$ cat config.mk
export PLATFORM = sky130hd
export DESIGN_NAME = bcd_down_counter
export DESIGN_NICKNAME = d
export VERILOG_FILES = /design/src/rtl/bcd_down_counter_pkg.sv /design/src/rtl/bcd_down_digit.sv /design/src/rtl/bcd_down_counter.sv
export SDC_FILE = /design/constraint.sdc
export NUM_CORES = 1
export LEC_CHECK = 0
export ABC_AREA = 0
export CAP_MARGIN = 40
export CORE_MARGIN = 2
export CORE_UTILIZATION = 35
export CTS_CLUSTER_SIZE = 28
export DETAILED_ROUTE_END_ITERATION = 8
export PLACE_DENSITY = 0.67
export SETUP_SLACK_MARGIN = 0.02
export SLEW_MARGIN = 5
export SYNTH_ARGS = -nofsm -noshare
export SYNTH_HDL_FRONTEND = slang
export SYNTH_HIERARCHICAL = 1
export SYNTH_SLANG_ARGS = --single-unit
$ cat constraint.sdc
create_clock -name clk -period 3.85 [get_ports clk]
set_input_delay 0.77 -clock clk [delete_from_list [all_inputs] [get_ports clk]]
set_output_delay 0.77 -clock clk [all_outputs]
set_load 0.1 [all_outputs]
$ cat src/rtl/bcd_down_counter_pkg.sv
// Shared state encoding, BCD constants and load-value sanitising for bcd_down_counter.
package bcd_down_counter_pkg;

  typedef enum logic [1:0] {
    IDLE = 2'd0,
    RUN  = 2'd1,
    DONE = 2'd2
  } state_t;

  localparam logic [3:0] BCD_MAX  = 4'd9;
  localparam logic [3:0] BCD_ZERO = 4'd0;

  // Nibbles A-F are not decimal digits; clamp them to 9.
  function automatic logic [3:0] bcd_sanitise(input logic [3:0] d);
    return (d > BCD_MAX) ? BCD_MAX : d;
  endfunction

endpackage

$ cat src/rtl/bcd_down_digit.sv
// One combinational BCD digit of the down-counter: decrement on borrow_in, 0 -> 9 with borrow_out.
import bcd_down_counter_pkg::*;

module bcd_down_digit (
  input  logic [3:0] digit,
  input  logic       borrow_in,
  output logic [3:0] next_digit,
  output logic       borrow_out
);

  assign borrow_out = borrow_in & (digit == BCD_ZERO);

  always_comb begin
    next_digit = digit;
    if (borrow_in) begin
      next_digit = (digit == BCD_ZERO) ? BCD_MAX : digit - 4'd1;
    end
  end

endmodule

$ cat src/rtl/bcd_down_counter.sv
// Multi-digit BCD countdown timer with load, pause and one-cycle terminal-count pulse.
// Build option: BCD_DOWN_COUNTER_AUTO_RELOAD_EN reloads the last loaded value at terminal count.
import bcd_down_counter_pkg::*;

module bcd_down_counter #(
  parameter int unsigned DIGITS = 2
) (
  input  logic                  clk,
  input  logic                  rst,
  input  logic                  load,
  input  logic [4*DIGITS-1:0]   load_val,
  input  logic                  en,
  output logic [4*DIGITS-1:0]   cnt,
  output logic                  zero,
  output logic                  busy,
  output logic                  done
);

  localparam int unsigned W = 4 * DIGITS;

  state_t         state_q, state_d;
  logic [W-1:0]   cnt_q, cnt_d;
  logic           done_q, done_d;
  logic [W-1:0]   load_bcd;
  logic [W-1:0]   dec_val;
  logic [DIGITS:0] borrow;

  assign borrow[0] = 1'b1;

  for (genvar g = 0; g < DIGITS; g++) begin : g_digit
    bcd_down_digit u_digit (
      .digit      (cnt_q[4*g +: 4]),
      .borrow_in  (borrow[g]),
      .next_digit (dec_val[4*g +: 4]),
      .borrow_out (borrow[g+1])
    );
  end

  always_comb begin
    load_bcd = '0;
    for (int unsigned i = 0; i < DIGITS; i++) begin
      load_bcd[4*i +: 4] = bcd_sanitise(load_val[4*i +: 4]);
    end
  end

`ifdef BCD_DOWN_COUNTER_AUTO_RELOAD_EN
  logic [W-1:0] reload_q;

  always_ff @(posedge clk or negedge rst) begin
    if (!rst) begin
      reload_q <= '0;
    end else if (load) begin
      reload_q <= load_bcd;
    end
  end
`endif

  always_ff @(posedge clk or negedge rst) begin
    if (!rst) begin
      state_q <= IDLE;
      cnt_q   <= '0;
      done_q  <= 1'b0;
    end else begin
      state_q <= state_d;
      cnt_q   <= cnt_d;
      done_q  <= done_d;
    end
  end

  always_comb begin
    state_d = state_q;
    cnt_d   = cnt_q;
    done_d  = 1'b0;
    if (load) begin
      cnt_d   = load_bcd;
      state_d = (load_bcd == '0) ? IDLE : RUN;
    end else if (state_q == RUN && en) begin
      if (cnt_q == W'(1)) begin
        done_d = 1'b1;
`ifdef BCD_DOWN_COUNTER_AUTO_RELOAD_EN
        cnt_d   = reload_q;
`else
        cnt_d   = '0;
        state_d = DONE;
`endif
      end else if (!borrow[DIGITS]) begin
        // A final borrow means cnt was all zeros; hold rather than wrap to all-9s.
        cnt_d = dec_val;
      end
    end
  end

  assign cnt  = cnt_q;
  assign zero = (cnt_q == '0);
  assign busy = (state_q == RUN);
  assign done = done_q;

endmodule

# [After elaboration in Yosys (flattened, before gate mapping)]
# Cells that the tools add are included.
[totals] reg_bits=11 latchBits=0 ram_bits=0 romBits=0 input_bits=12 out_inout_bits=11 word_cells=39 memories=0
[classes] add_sub_neg=2 n_mul=0 n_div=0 order_cmp=2 eq_ne=3 n_shift=0 muxes=16 bitwise_logic=1 reduce_logical=11
[ops] operator="8-bit two-way mux" count=4
[ops] operator="4-bit two-way mux" count=5
[ops] operator="8-bit zero test" count=2
[ops] operator="8-bit by 1-bit == test with 1-bit output, second input constant" count=1
[ops] operator="4-bit greater-than comparator, second input constant" count=2
[ops] operator="4-bit zero test" count=2
[ops] operator="4-bit by 1-bit subtractor with 4-bit output, second input constant" count=2
[ops] operator="2-bit two-way mux" count=3
[ops] operator="1-bit two-way mux" count=4
[ops] operator="2-bit AND reduction" count=2
[ops] operator="2-bit nonzero test" count=2
[ops] operator="3-bit != test, second input constant" count=1
[ops] operator="3-bit AND reduction" count=1
[ops] operator="3-bit nonzero test" count=1
[ops] operator="2-bit by 1-bit == test with 1-bit output, second input constant" count=1
[ops] operator="1-bit AND" count=1
[ops] operator="1-bit logical AND" count=1

# [Longest topological paths before layout]
# Gate-level depths: netlist of the first run.
[logic_depth] ltp_word=7 ltp_mapped=8 ltp_nobuf=8

# [Modules after synthesis]
# Netlist of the first run, hierarchy kept.
[by_module_without_submodules] module="bcd_down_counter" n_inst=1 cells_per_inst=55 area_per_inst_um2=650.6 seq_area_each_um2=275.3
[by_module_without_submodules] module="bcd_down_digit" n_inst=2 cells_per_inst=11 area_per_inst_um2=78.8 seq_area_each_um2=0.0

# [Worst setup path before layout of the first run]
# Ideal clock, no wire load.
[synth_path] path_kind="reg-to-output" from="register cnt_q[3], in the netlist cnt[3]" to="output port zero" arrival_ns=2.660 required_ns=3.080 slack_ns=0.420 path_stages_with_launch=4 path_buffers=0 cell_sequence="dfrtp_1 nor4_2 nand2_1 nor2_1"
[synth_via] elab_chain_len=1
[synth_lines] item="start: declaration" line_no="bcd_down_counter.sv:22" rtl="logic [W-1:0] cnt_q, cnt_d;"
[synth_lines] item="start signal: assignment" line_no="bcd_down_counter.sv:65" rtl="cnt_q <= cnt_d;"
[synth_lines] item="8-bit zero test" line_no="bcd_down_counter.sv:94" rtl="assign zero = (cnt_q == '0);"
[synth_lines] item="end: declaration" line_no="bcd_down_counter.sv:14" rtl="output logic zero,"
# No other way between the ends.

# [Worst setup path in the final report of the first run]
# Same ends and word-level chain as after synthesis.

==> results.tsv, run 1 <==
stage	metric	value	unit
layout	fin_nets	126	
sta	slew_violations	0	
pwr	swShare	48.2	%
drt	drc	0	
floorplanning	ios	23	
critical_path	cp.required	3080	ps
drt	wl_per_cell	12.4	µm
pwr	p_clk_share	10.7	%
sta	rsz0062_at_grt	false	
cts	clock_latency	260	ps
sta	finClkSkew	3.55	ps
place	place.gp.congestion	0.773	
run_status	status	finished, final reports clean	
layout	num_antenna_cells	0	
sta	setup_slack	1380	ps
floorplanning	placementRows	17	
cts	cts_hold_buffers	0	
critical_path	cp_slowest_stage_delay	480	ps
sta	maxSlewHeadroom	52.7	%
sta	setup_violations	0	
global_route	grt_pass1_wl	3040	µm
critical_path	worstSetupPathType	reg2out	
synthesis	synth.cell_area	808	µm²
layout	layout_common_cells	21 x clkdlybuf4s50_1, 11 x dfrtp_1, 10 x buf_8	
sta	fin_crit	2470	ps
pwr	p_int	0.000366	W
synthesis	postSynthCellCount	77	
pwr	combPwrFrac	62.7	%
cts	clk_pin_slew	70	ps
layout	num-fill-cells	195	
cts	cts_sinks	11	
synthesis	synthDistinctLibCells	27	
synthesis	async_flop_share	100	%
critical_path	cp-end-kind	output port	
drt	wirelength	1750	µm
synthesis	yosysWarningCount	6	
layout	seqCellArea	275	µm²
sta	fmax	405	MHz
pwr	power_frac_seq	26.6	%
global_route	met3_usage	1.44	%
critical_path	startpoint_type	register	
critical_path	cp_max_fo	7	
critical_path	crit_family	simple AND/OR/NAND/NOR gates	
floorplanning	fp.coreArea	0.00219	mm²
layout	layout_commonest_cell	clkdlybuf4s50_1	
synthesis	synthTopCellsByArea	dfrtp_1 34%, mux2_4 15%, a22o_1 7.6%	
pwr	peakVddDrop	280	µV
pwr	p_leak	0.544	nW
sta	tightest_slew	703	ps
floorplanning	dieArea	0.00271	mm²
synthesis	synth_edf_count	0	
place	hpwl	1350	µm
layout	multi_input_area	528	µm²
floorplanning	die_h	52.1	µm
global_route	grt_start_max_net_pins	14	
drt	drt_iter0_drc	6	
pwr	switchingPower	0.000341	W
min_path	hold_path.class	reg2reg	
global_route	grt_pass1_vias	681	
cts	root_buffer	clkbuf_4	
layout	drive_gt1_share	27.4	%
drt	first_pass_iters	4	
synthesis	synth-seq-cells	11	
cts	htreeDepth	1	
synthesis	synth_ff_type	dfrtp_1	
synthesis	ys_seq_area_share	34.1	%
layout	area_growth	52.9	%
synthesis	syn_avg_cell_area	10.5	µm²
global_route	grt_most_used_layer	met2	
global_route	antenna_found_initial	0	
synthesis	synth_area_leader_cell	dfrtp_1	
drt	viasPerCell	5.13	
run	cap_violations	0	
cts	cts_buffers	3	
cts	cts_setup_buffers	0	
critical_path	critPathArrivalTime	1700	ps
floorplanning	die_width	52.1	µm
place	place_ws	1360	ps
sta	tns	0	ps
sta	finalHoldViolations	0	
synthesis	yosysTopAreaCellShare	34.1	%
pwr	powerDensity	572	mW/mm²
global_route	grt_util_met2	23.8	%
critical_path	crit_chain	nor4_2, nand2_1, nor2_1, buf_4	
global_route	overflow	0	
floorplanning	start_util	36.9	%
drt	vias	724	
drt	ant_nets	0	
critical_path	crit_buf_inv	1	
cts	cts_resized	0	
place	port_buffers	22	
cts	clockBufferDepth	2	
global_route	gr-usage-all-layers	15.4	%
critical_path	cpMaxStageDelayCell	nor4_2	
global_route	met1_usage	20.1	%
sta	final.period_utilization	64.2	%
cts	cts_tree	built	
## per-layer routing
layer	vias up	part of all wire, %
met1	331	48
met3	4	5.3
met5	-	0
met2	26	43
li1	363	-
met4	0	2.9
## final timing paths
kind | startpoint | cells past startpoint | slack, ps | to
setup / recovery | cnt[3]$_DFFE_PN0P_ | 4 | 1380 | zero
hold reg to reg | state_q[0]$_DFFE_PN0P_ | 2 | 540 | state_q[0]$_DFFE_PN0P_
max in group asynchronous | rst | 1 | 2700 | cnt[4]$_DFFE_PN0P_
min in group asynchronous | rst | 1 | 830 | done$_DFF_PN0_
hold / removal | state_q[0]$_DFFE_PN0P_ | 2 | 540 | state_q[0]$_DFFE_PN0P_
setup reg to reg | cnt[0]$_DFFE_PN0P_ | 8 | 1490 | cnt[3]$_DFFE_PN0P_
## worst reg2reg max path: stages (launching register included)
cell,delay [ps]
dfrtp_1,450
nand2b_4,190
nor4_1,540
nand2b_4,130
nor4_1,190
nand2b_1,80
a21oi_1,110
o21bai_4,220
mux2_4,330
## synthesized netlist by cell type, types with 2 or more instances
library cell  instances
a22o_1                7
mux2_4                8
o21ai_0               5
or4_1                 2
nor3_1                5
nand2b_1              3
nand2_1               4
nor2b_1               3
a21oi_1               2
nor2_1                4
nor4_1                2
a21o_2                2
xor2_1                4
dfrtp_1              11
or4b_1                2
nand2b_4              2
## power by group through the flow
stage	clock network, W	registers (W)	logic (W)
after floorplan	0	0.000333	0.000138
after global placement	0	0.000189	0.000368
after detailed placement	0	0.000189	0.000445
after CTS	0.0000791	0.000188	0.000446
after global routing	0.0000860	0.000196	0.000465
final	0.0000756	0.000188	0.000443
## through the flow
stage / cell area [µm²] / hold WS [ps] / cells / power, W / util [%]
floorplan: 812 / 474 / 78 / 0.000471 / -
global placement: 1060 / 521 / 127 / 0.000558 / 48.4
detailed placement: 1210 / 534 / 137 / 0.000634 / 55.2
CTS: 1240 / 545 / 141 / 0.000713 / 56.4
global route: 1240 / 575 / 141 / 0.000747 / 56.4
finish: 1240 / 542 / 141 / 0.000707 / 56.4
## sequential cells by signal, indices dropped and copies added (netlist names)
name     cells
cnt          8
done         1
state_q      2
## cell type report
cell class                 count  area share (%)
clock buffer                   4            2.13
inverter                       1           0.304
multi-input combinational     65            42.7
sequential                    11            22.3
tap                           28            2.83
timing repair buffer          32            29.8
## logic make-up after synthesis
| logic type | after synthesis | synth area share (%) |
|---|---|---|
| AOI/OAI and AO/OA | 20 | 19.3 |
| xor gates and xnor gates | 4 | 4.33 |
| buffers and inverters | 2 | 1.08 |
| DFF | 11 | 34.1 |
| muxes | 8 | 14.9 |
| other | 1 | 0.464 |
| and+or+nand+nor | 31 | 25.8 |
(Power assumes the default switching activity.)
==> run 2, diff against run 1 <==
--- a/config.mk
+++ b/config.mk
@@ -11,7 +11,7 @@
 export CORE_UTILIZATION = 35
 export CTS_CLUSTER_SIZE = 28
 export DETAILED_ROUTE_END_ITERATION = 8
-export PLACE_DENSITY = 0.67
+export PLACE_DENSITY = 0.69
 export SETUP_SLACK_MARGIN = 0.02
 export SLEW_MARGIN = 5
 export SYNTH_ARGS = -nofsm -noshare
==> constraint.sdc (replaced) <==
create_clock -name clk -period 2.22 [get_ports clk]
set_input_delay 0.444 -clock clk [delete_from_list [all_inputs] [get_ports clk]]
set_output_delay 0.444 -clock clk [all_outputs]
set_load 0.1 [all_outputs]
==> run 2 against run 1 <==
  * Global-route usage fell by 0.61 points
  * Highest routed layer unchanged
  * First-iteration DRC count fell by 50%
  * Wire length rose by 2.6%
  * Setup slack got worse by 1300 ps
  * Combinational power rose by 52%
  * Utilization fell by 3.9 points
  * Sequential cell count did not move
  * Via count fell by 2.3%
  * Power rose by 63%
  * Sequential power rose by 85%
  * Cell count fell by 4.3%
  * Register-to-register slack got worse by 1400 ps
==> results.tsv, run 2 (synthesis gave the netlist of run 1 again) <==
stage	metric	value	unit	change
run_status	status	finished, final reports clean		unchanged
sta	finClkSkew	2.39	ps	was 3.55 ps
global_route	gr-usage-all-layers	14.8	%	was 15.4%
layout	layout_common_cells	14 x buf_4, 11 x clkdlybuf4s50_1, 8 x mux2_4		was 21 x clkdlybuf4s50_1, 11 x dfrtp_1, 10 x buf_8
drt	drc	0		unchanged
sta	slew_violations	0		unchanged
layout	largest_reg_flops	8		unchanged
global_route	antenna_found_initial	0		unchanged
pwr	powerDensity	1000	mW/mm²	was 572 mW/mm²
layout	seqCellArea	284	µm²	was 275 µm²
cts	clk_pin_slew	60	ps	was 70 ps
pwr	power	0.00115	W	was 0.000707 W
drt	wl_per_cell	13.3	µm	was 12.4 µm
cts	cts_buffers	3		unchanged
critical_path	cp-end-kind	register		was output port
critical_path	critPathArrivalTime	2240	ps	was 1700 ps
layout	fin_nets	120		was 126
cts	htreeDepth	1		unchanged
layout	num-fill-cells	214		was 195
layout	drive_gt1_share	40.2	%	was 27.4%
critical_path	crit_buf_inv	0		was 1
sta	finalHoldViolations	0		unchanged
layout	area_growth	42.3	%	was 52.9%
drt	ant_nets	0		unchanged
layout	fin_cells	135		was 141
sta	worst_hold_slack	512	ps	was 542 ps
min_path	hold_path.class	in2async		was reg2reg
critical_path	crit_family	simple AND/OR/NAND/NOR gates		unchanged
cts	cts_sinks	11		unchanged
drt	wirelength	1800	µm	was 1750 µm
floorplanning	die_h	52.1	µm	unchanged
floorplanning	dieArea	0.00271	mm²	unchanged
global_route	grt_pass1_vias	625		was 681
cts	clockBufferDepth	2		unchanged
critical_path	cpMostUsedCell	nand2b_4		
floorplanning	start_util	36.9	%	unchanged
layout	multi_input_area	566	µm²	was 528 µm²
drt	viasPerCell	5.24		was 5.13
critical_path	cp_max_fo	8		was 7
cts	root_buffer	clkbuf_4		unchanged
place	place.gp.congestion	0.779		was 0.773
global_route	grt_pass1_wl	2930	µm	was 3040 µm
critical_path	startpoint_type	register		unchanged
sta	fin_crit	2100	ps	
critical_path	cp_slowest_stage_delay	500	ps	was 480 ps
drt	drt_iter0_drc	3		was 6
place	port_buffers	22		unchanged
layout	layout_commonest_cell	buf_4		was clkdlybuf4s50_1
drt	vias	707		was 724
floorplanning	ios	23		unchanged
floorplanning	fp.coreArea	0.00219	mm²	unchanged
pwr	p_leak	0.503	nW	was 0.544 nW
cts	cts_tree	built		unchanged
place	hpwl	1380	µm	was 1350 µm
global_route	overflow	0		unchanged
critical_path	cp.required	2370	ps	was 3080 ps
floorplanning	placementRows	17		unchanged
sta	setup_violations	0		unchanged
floorplanning	die_width	52.1	µm	unchanged
critical_path	worstSetupPathType	reg2reg		was reg2out
place	dp.cells	128		was 137
sta	fmax	477	MHz	
global_route	grt_start_max_net_pins	12		was 14
sta	final.period_utilization	94.5	%	
layout	num_antenna_cells	0		unchanged
run	cap_violations	0		unchanged
cts	clock_latency	260	ps	about the same
critical_path	cpMaxStageDelayCell	dfrtp_4		was nor4_2
critical_path	crit_chain	nand2b_4, nor4_4, nand2b_4, nor4_2, nand2b_1, a21oi_1, o21bai_4, mux2_4		was nor4_2, nand2_1, nor2_1, buf_4
pwr	peakVddDrop	494	µV	was 280 µV
drt	first_pass_iters	3		was 4
[run 2: final timing paths]
kind                                         from                endpoint  slack, ps  cells past startpoint
max                            cnt[0]$_DFFE_PN0P_      cnt[5]$_DFFE_PN0P_        120                      8
min                                           rst  state_q[0]$_DFFE_PN0P_        510                      1
max reg2reg                    cnt[0]$_DFFE_PN0P_      cnt[5]$_DFFE_PN0P_        120                      8
min reg2reg                state_q[0]$_DFFE_PN0P_  state_q[0]$_DFFE_PN0P_        530                      2
max in group asynchronous                     rst      cnt[0]$_DFFE_PN0P_       1340                      1
min in group clk           state_q[0]$_DFFE_PN0P_  state_q[0]$_DFFE_PN0P_        530                      2
[run 2: cell type report]
class / count / area share [%]
timing repair buffer: 26 / 20.5
tap: 28 / 3.05
clock buffer: 4 / 2.29
inverter: 1 / 0.326
sequential: 11 / 24.7
multi-input combinational: 65 / 49.2
[run 2: per-stage QoR]
step	worst slack, ps	setup TNS, ps	cell area [µm²]	utilization [%]
global placement	187	0	1090	49.6
floorplan	8.94	0	843	-
finish	122	0	1150	52.5
detailed placement	123	0	1090	49.6
global route	-1.73	-2.65	1150	52.5
CTS	50.6	0	1110	50.8
[run 2: where the power goes]
group	internal, W	switching [W]
registers	0.000246	0.000103
logic	0.000242	0.000432
clock network	0.0000694	0.0000597
[run 2: routing by layer]
metal  GRT usage, %  part of all wire [%]  up-vias
met4           7.89                   1.2        0
met3           1.15                   4.6        2
met2           24.1                    49       17
li1               -                     -      351
met5              0                     0        -
met1           19.4                    45      337
[run 2: timing repair]
| item | in CTS | in global routing |
|---|---|---|
| resized for setup | 0 | 2 |
| setup buffers | 0 | 3 |
| hold buffers | 0 | 0 |
| endpoints found under the setup margin | 0 | 7 |
